File: src/rtl/tick_scheduler.sv
// tick_scheduler
//   Three-channel programmable tick generator (vga, seg, logic). Each channel
//   owns a divide register and a down-counter; while running, a channel emits
//   a one-cycle registered tick every div+1 cycles. A small command FSM
//   (IDLE/RUN/PAUSE) starts, stops, pauses and resumes all channels together,
//   and a valid/ready port rewrites divide values on the fly.
//
// Ports
//   clk          system clock, rising edge
//   reset        asynchronous, active-high reset
//   cmd_start    pulse: start, or restart, ticking
//   cmd_stop     pulse: return to IDLE
//   cmd_pause    pulse: freeze the counters
//   cmd_resume   pulse: continue from the frozen counts
//   cfg_valid    configuration write request
//   cfg_ready    configuration write can be accepted
//   cfg_ch       target channel 0..2 (3 is invalid)
//   cfg_div      new divide value
//   cfg_err      one-cycle pulse when a write targets channel 3
//   tick_vga, tick_seg, tick_logic   registered one-cycle enables
//   logic_ticks  tick_logic pulses since the last start (wraps at 16 bits)
//   state        IDLE=0, RUN=1, PAUSE=2
module tick_scheduler #(
  parameter int DIV_W     = 24,
  parameter int VGA_DIV   = 3,
  parameter int SEG_DIV   = 262143,
  parameter int LOGIC_DIV = 4194303
) (
  input  logic             clk,
  input  logic             reset,
  input  logic             cmd_start,
  input  logic             cmd_stop,
  input  logic             cmd_pause,
  input  logic             cmd_resume,
  input  logic             cfg_valid,
  output logic             cfg_ready,
  input  logic [1:0]       cfg_ch,
  input  logic [DIV_W-1:0] cfg_div,
  output logic             cfg_err,
  output logic             tick_vga,
  output logic             tick_seg,
  output logic             tick_logic,
  output logic [15:0]      logic_ticks,
  output logic [1:0]       state
);

  typedef enum logic [1:0] {
    IDLE  = 2'd0,
    RUN   = 2'd1,
    PAUSE = 2'd2
  } state_t;

  state_t           curState;
  logic [DIV_W-1:0] div     [3];
  logic [DIV_W-1:0] cnt     [3];
  logic [DIV_W-1:0] divNext [3];
  logic             tick    [3];

  logic cfgAccept;
  logic doStop;
  logic doStart;
  logic doPause;
  logic doResume;
  logic countEdge;

  assign state      = curState;
  assign tick_vga   = tick[0];
  assign tick_seg   = tick[1];
  assign tick_logic = tick[2];

  // Command decode. Priority is resolved on the raw pulses first (stop beats
  // start beats pause beats resume), then the winner is dropped if it is not
  // legal in the current state. The resume edge itself counts as a running
  // edge and the pause edge does not, so the number of frozen count edges
  // equals the number of cycles spent in PAUSE and the period is preserved.
  always_comb begin
    cfgAccept = cfg_valid && cfg_ready;
    doStop    = cmd_stop && (curState != IDLE);
    doStart   = cmd_start && !cmd_stop;
    doPause   = cmd_pause && !cmd_stop && !cmd_start && (curState == RUN);
    doResume  = cmd_resume && !cmd_stop && !cmd_start && !cmd_pause &&
                (curState == PAUSE);
    countEdge = ((curState == RUN) && !doStop && !doStart && !doPause) ||
                doResume;
  end

  // Divide values as they will be after this edge; a start sampled together
  // with a config write loads the freshly written value.
  always_comb begin
    for (int i = 0; i < 3; i++) begin
      divNext[i] = div[i];
      if (cfgAccept && (cfg_ch == 2'(i))) begin
        divNext[i] = cfg_div;
      end
    end
  end

  // Control FSM, config handshake and the logic-tick counter. cfg_ready
  // drops for exactly one cycle after every accepted write and comes up on
  // the first edge after reset is released.
  always_ff @(posedge clk or posedge reset) begin
    if (reset) begin
      curState    <= IDLE;
      cfg_ready   <= 1'b0;
      cfg_err     <= 1'b0;
      logic_ticks <= 16'd0;
    end else begin
      cfg_ready <= !cfgAccept;
      cfg_err   <= cfgAccept && (cfg_ch == 2'd3);
      if (doStop) begin
        curState <= IDLE;
      end else if (doStart) begin
        curState <= RUN;
      end else if (doPause) begin
        curState <= PAUSE;
      end else if (doResume) begin
        curState <= RUN;
      end
      if (doStart) begin
        logic_ticks <= 16'd0;
      end else if (countEdge && (cnt[2] == '0)) begin
        logic_ticks <= logic_ticks + 16'd1;
      end
    end
  end

  // Per-channel divide registers, down-counters and tick flops. Outside of
  // running edges the counters either follow the divide value (IDLE, stop,
  // start) or hold (PAUSE and the pause edge); ticks are only ever raised on
  // a running edge whose counter has reached zero. A running reload uses the
  // divide value from before this edge, so a write lands at the next reload.
  always_ff @(posedge clk or posedge reset) begin
    if (reset) begin
      div[0] <= DIV_W'(VGA_DIV);
      div[1] <= DIV_W'(SEG_DIV);
      div[2] <= DIV_W'(LOGIC_DIV);
      cnt[0] <= DIV_W'(VGA_DIV);
      cnt[1] <= DIV_W'(SEG_DIV);
      cnt[2] <= DIV_W'(LOGIC_DIV);
      for (int i = 0; i < 3; i++) begin
        tick[i] <= 1'b0;
      end
    end else begin
      for (int i = 0; i < 3; i++) begin
        div[i] <= divNext[i];
        if (doStart || doStop || (curState == IDLE)) begin
          cnt[i]  <= divNext[i];
          tick[i] <= 1'b0;
        end else if (countEdge) begin
          if (cnt[i] == '0) begin
            cnt[i]  <= div[i];
            tick[i] <= 1'b1;
          end else begin
            cnt[i]  <= cnt[i] - 1'b1;
            tick[i] <= 1'b0;
          end
        end else begin
          tick[i] <= 1'b0;
        end
      end
    end
  end

endmodule

File: config.mk
export PLATFORM = sky130hd
export DESIGN_NAME = tick_scheduler
export DESIGN_NICKNAME = d
export VERILOG_FILES = /design/src/rtl/tick_scheduler.sv
export SDC_FILE = /design/constraint.sdc
export NUM_CORES = 1
export LEC_CHECK = 0
export ABC_AREA = 1
export BUFFER_PORTS_ARGS = -buffer_cell sky130_fd_sc_hd__buf_2
export CORE_UTILIZATION = 43
export DETAILED_ROUTE_END_ITERATION = 10
export GPL_ROUTABILITY_DRIVEN = 0
export SLEW_MARGIN = 10
export SYNTH_ARGS = -nofsm -noshare
export SYNTH_HDL_FRONTEND = slang
export SYNTH_SLANG_ARGS = --single-unit
File: constraint.sdc
create_clock -name clk -period 10.4 [get_ports clk]
set_clock_uncertainty 0.1 [all_clocks]
set_input_delay 1.04 -clock clk [delete_from_list [all_inputs] [get_ports clk]]
set_output_delay 1.04 -clock clk [all_outputs]
set_load 0.05 [all_outputs]
==> run_results.csv <==
group,metric,value,unit
logic_synthesis,yosysTopAreaCellShare,0.213,
routing,drt_iter0_markers,723,
place,port_buffers,55,
die,ios,56,
layout,final_common_cell,"nand2_1",
sta,rsz0062_at_grt,"no",
cts,cts-root-buf,"clkbuf_16",
sta,whs,0.383,ns
sta,min_period,3.25,ns
grt,grt_pass1_vias,8980,
setup_path,cp_data_arrival_time,3.49,ns
grt,grt_pass1_wl,48.0,mm
logic_synthesis,synth_top_flop_cell,"dfstp_2",
grt,overflow,0,
cts,hold_buffers,0,
grt,grt_antenna_before_repair,1,
cts,post-cts-setup-buffers,0,
power_and_ir_drop,p_seq_frac,0.438,
sta,fin_crit_sh,0.313,
place,post_dp_cell_area,10800,sq um
cts,clk_pin_slew,0.08,ns
sta,hold_violations,0,
setup_path,crit_required,10.63,ns
grt,grt_use_total,0.252,
setup_path,worstSetupPathDepth,9,
setup_path,crit_end,"logic_ticks[2]",
die,start_util,0.441,
sta,fmax,307,MHz
power_and_ir_drop,pwr-share-comb,0.270,
routing,avgViaCountPerCell,5.14,
logic_synthesis,synth_edf_count,0,
setup_path,cp_slowest_cell,"nand2_2",
setup_path,cp_top_family,"simple AND/OR/NAND/NOR gates",
cts,htreeDepth,4,
routing,drc_errors,0,
logic_synthesis,async_flop_share,1.00,
setup_path,setup.worst_path.start,"cmd_stop",
logic_synthesis,ys_seq_elements,167,
setup_path,max_stage_delay,0.66,ns
layout,finalInstanceArea,11400,sq um
die,rows,56,
layout,final_net_count,1584,
min_path,worst_hold_path_type,"reg -> reg",
die,die_area,24800,sq um
sta,worstMarginPinSlew,0.949,ns
place,dp_hpwl,20.1,mm
setup_path,r2r_slack,7.43,ns
logic_synthesis,synth_top_area_cell,"dfstp_2",
die,die_h,157,um
die,core_region_area,23500,sq um
outcome,status,"completed",
cts,cts_buffer_depth,2,
logic_synthesis,synthCells,1514,
logic_synthesis,yosys-top-cells-area,"dfstp_2 21%, dfrtp_1 20%, nand2_1 17%, nor2_1 7.4%, inv_1 7.1%",
power_and_ir_drop,p_int,1390,uW
setup_path,worstSetupPathType,"in -> reg",
setup_path,crit_fanout,37,
logic_synthesis,yosysSeqAreaShare,0.413,
die,die_x,157,um
cts,numCtsBuffers,17,
routing,wire_per_inst,15.8,um
setup_path,cp_num_buf_inv,2,
logic_synthesis,synth_area,10400,sq um
logic_synthesis,avgSynthCellArea,6.86,sq um
power_and_ir_drop,leakagePower,0.00581,uW
setup_path,reg2reg_depth,9,
setup_path,crit_chain,"buf_2 > nor2_4 > nand4_4 > nand2_2 > inv_2 > nor2_8 > nor2_4 > nand2_1 > nand2_1",
power_and_ir_drop,power.density,193,nW/um^2
layout,drive_gt1_frac,0.141,
setup_path,start_kind,"input pin",
power_and_ir_drop,power_switching,813,uW
cts,cts_resized,0,
power_and_ir_drop,clkPwrFrac,0.292,
power_and_ir_drop,ir_worst_vdd,0.0992,mV
setup_path,rr_endpoint,"logic_ticks[2]",
power_and_ir_drop,swShare,0.369,
layout,antennaDiodeCount,0,
cts,cts_tree,"yes",
logic_synthesis,synthDistinctLibCells,40,
layout,syn_to_final_growth,9.86,%
run,maxCapViolCount,0,
sta,setup_viol,0,
cts,cts_sinks,167,
routing,first_pass_iters,5,
sta,maxSlewHeadroom,0.367,
cts,worst_skew_pair.late_latency,0.44,ns
grt,grt_max_degree,76,
logic_synthesis,synthesis.nets,1554,
sta,slew_viol_final,0,
layout,final_cell_mix,"466 x nand2_1, 205 x nor2_1, 195 x inv_1",
setup_path,cp-end-kind,"flop",
routing,via_count,9644,
layout,num-fill-cells,2462,
setup_path,worstReg2RegStart,"state[0]",
logic_synthesis,yosys_warnings,0,
sta,finalSetupTns,0,ns
routing,drt_wl_total,29.6,mm
routing,postRouteAntennaNets,0,
[cells by family (layout without fill, tap and decap cells)]
family	after synthesis	in the layout	share of synthesized area
DFF	167	167	0.413
xor gates and xnor gates	20	20	0.0169
adders and majority gates	7	7	0.00844
AOI/OAI and AO/OA	193	193	0.105
and+or+nand+nor	875	875	0.357
buffers and inverters	252	295	0.101
[power groups by stage]
| stage | Clock [uW] | Sequential, uW | Combinational, uW |
|---|---|---|---|
| floorplan | 0 | 940 | 461 |
| global placement | 0 | 968 | 584 |
| detailed placement | 0 | 968 | 594 |
| CTS | 654 | 961 | 596 |
| global route | 679 | 983 | 692 |
| finish | 643 | 963 | 595 |
[Yosys cell counts (6+ instances only)]
cell type / instances
nand2_1: 466
xor2_1: 16
nand4_1: 28
nor2_1: 205
o21ai_0: 104
inv_1: 196
buf_2: 24
dfrtp_1: 83
clkbuf_1: 9
o21ai_1: 9
a21oi_1: 40
buf_6: 6
nor3_1: 11
o21bai_1: 17
a21oi_2: 11
nand3_1: 132
dfstp_2: 84
ha_1: 7
o211ai_1: 7
buf_1: 6
nor2_2: 6
buf_4: 6
[stage by stage]
step                      cells  total power, uW  utilization  setup slack [ns]
after floorplan            1514             1400            -              4.88
after global placement     1844             1550        0.460              6.73
after CTS                  1876             2210        0.484              7.15
final                      1876             2200        0.484              7.15
after global routing       1876             2350        0.484              6.98
after detailed placement   1844             1560        0.460              6.67
[tightest hold or removal path, delay by kind of cell (launching register included)]
kind / cells / cell delay (ns)
AND/OR/NAND/NOR: 2 / 0.11
flip-flops: 1 / 0.37
[metal layers]
metal  wire length, um  track usage
met1             14100        0.354
met4               310       0.0504
met2             13900        0.409
met3              1250       0.0419
met5                 0            0
[how the worst min path moves through the flow]
stage                 start       to  slack [ns]  cells past startpoint
floorplan           div[39]  div[39]        0.35                      2
finish              div[37]  div[37]        0.38                      2
global route        div[37]  div[37]        0.39                      2
global placement    div[39]  div[39]        0.37                      2
CTS                 div[36]  div[36]        0.38                      2
detailed placement  div[39]  div[39]        0.37                      2
[cell type report]
| cell class | count | area (sq um) | area share |
|---|---|---|---|
| sequential | 167 | 4280 | 0.376 |
| tap | 319 | 399 | 0.0350 |
| clock buffer | 18 | 439 | 0.0385 |
| clock inverter | 14 | 141 | 0.0124 |
| inverter | 201 | 759 | 0.0666 |
| timing repair buffer | 62 | 328 | 0.0288 |
| multi-input combinational | 1095 | 5050 | 0.443 |
[flip-flops by register name (all words and copies together) (netlist names)]
register,count
cfg_err,1
cfg_ready,1
cnt,72
div,72
logic_ticks,16
state,2
tick_logic,1
tick_seg,1
tick_vga,1
Power figures use the tool's default switching activity.
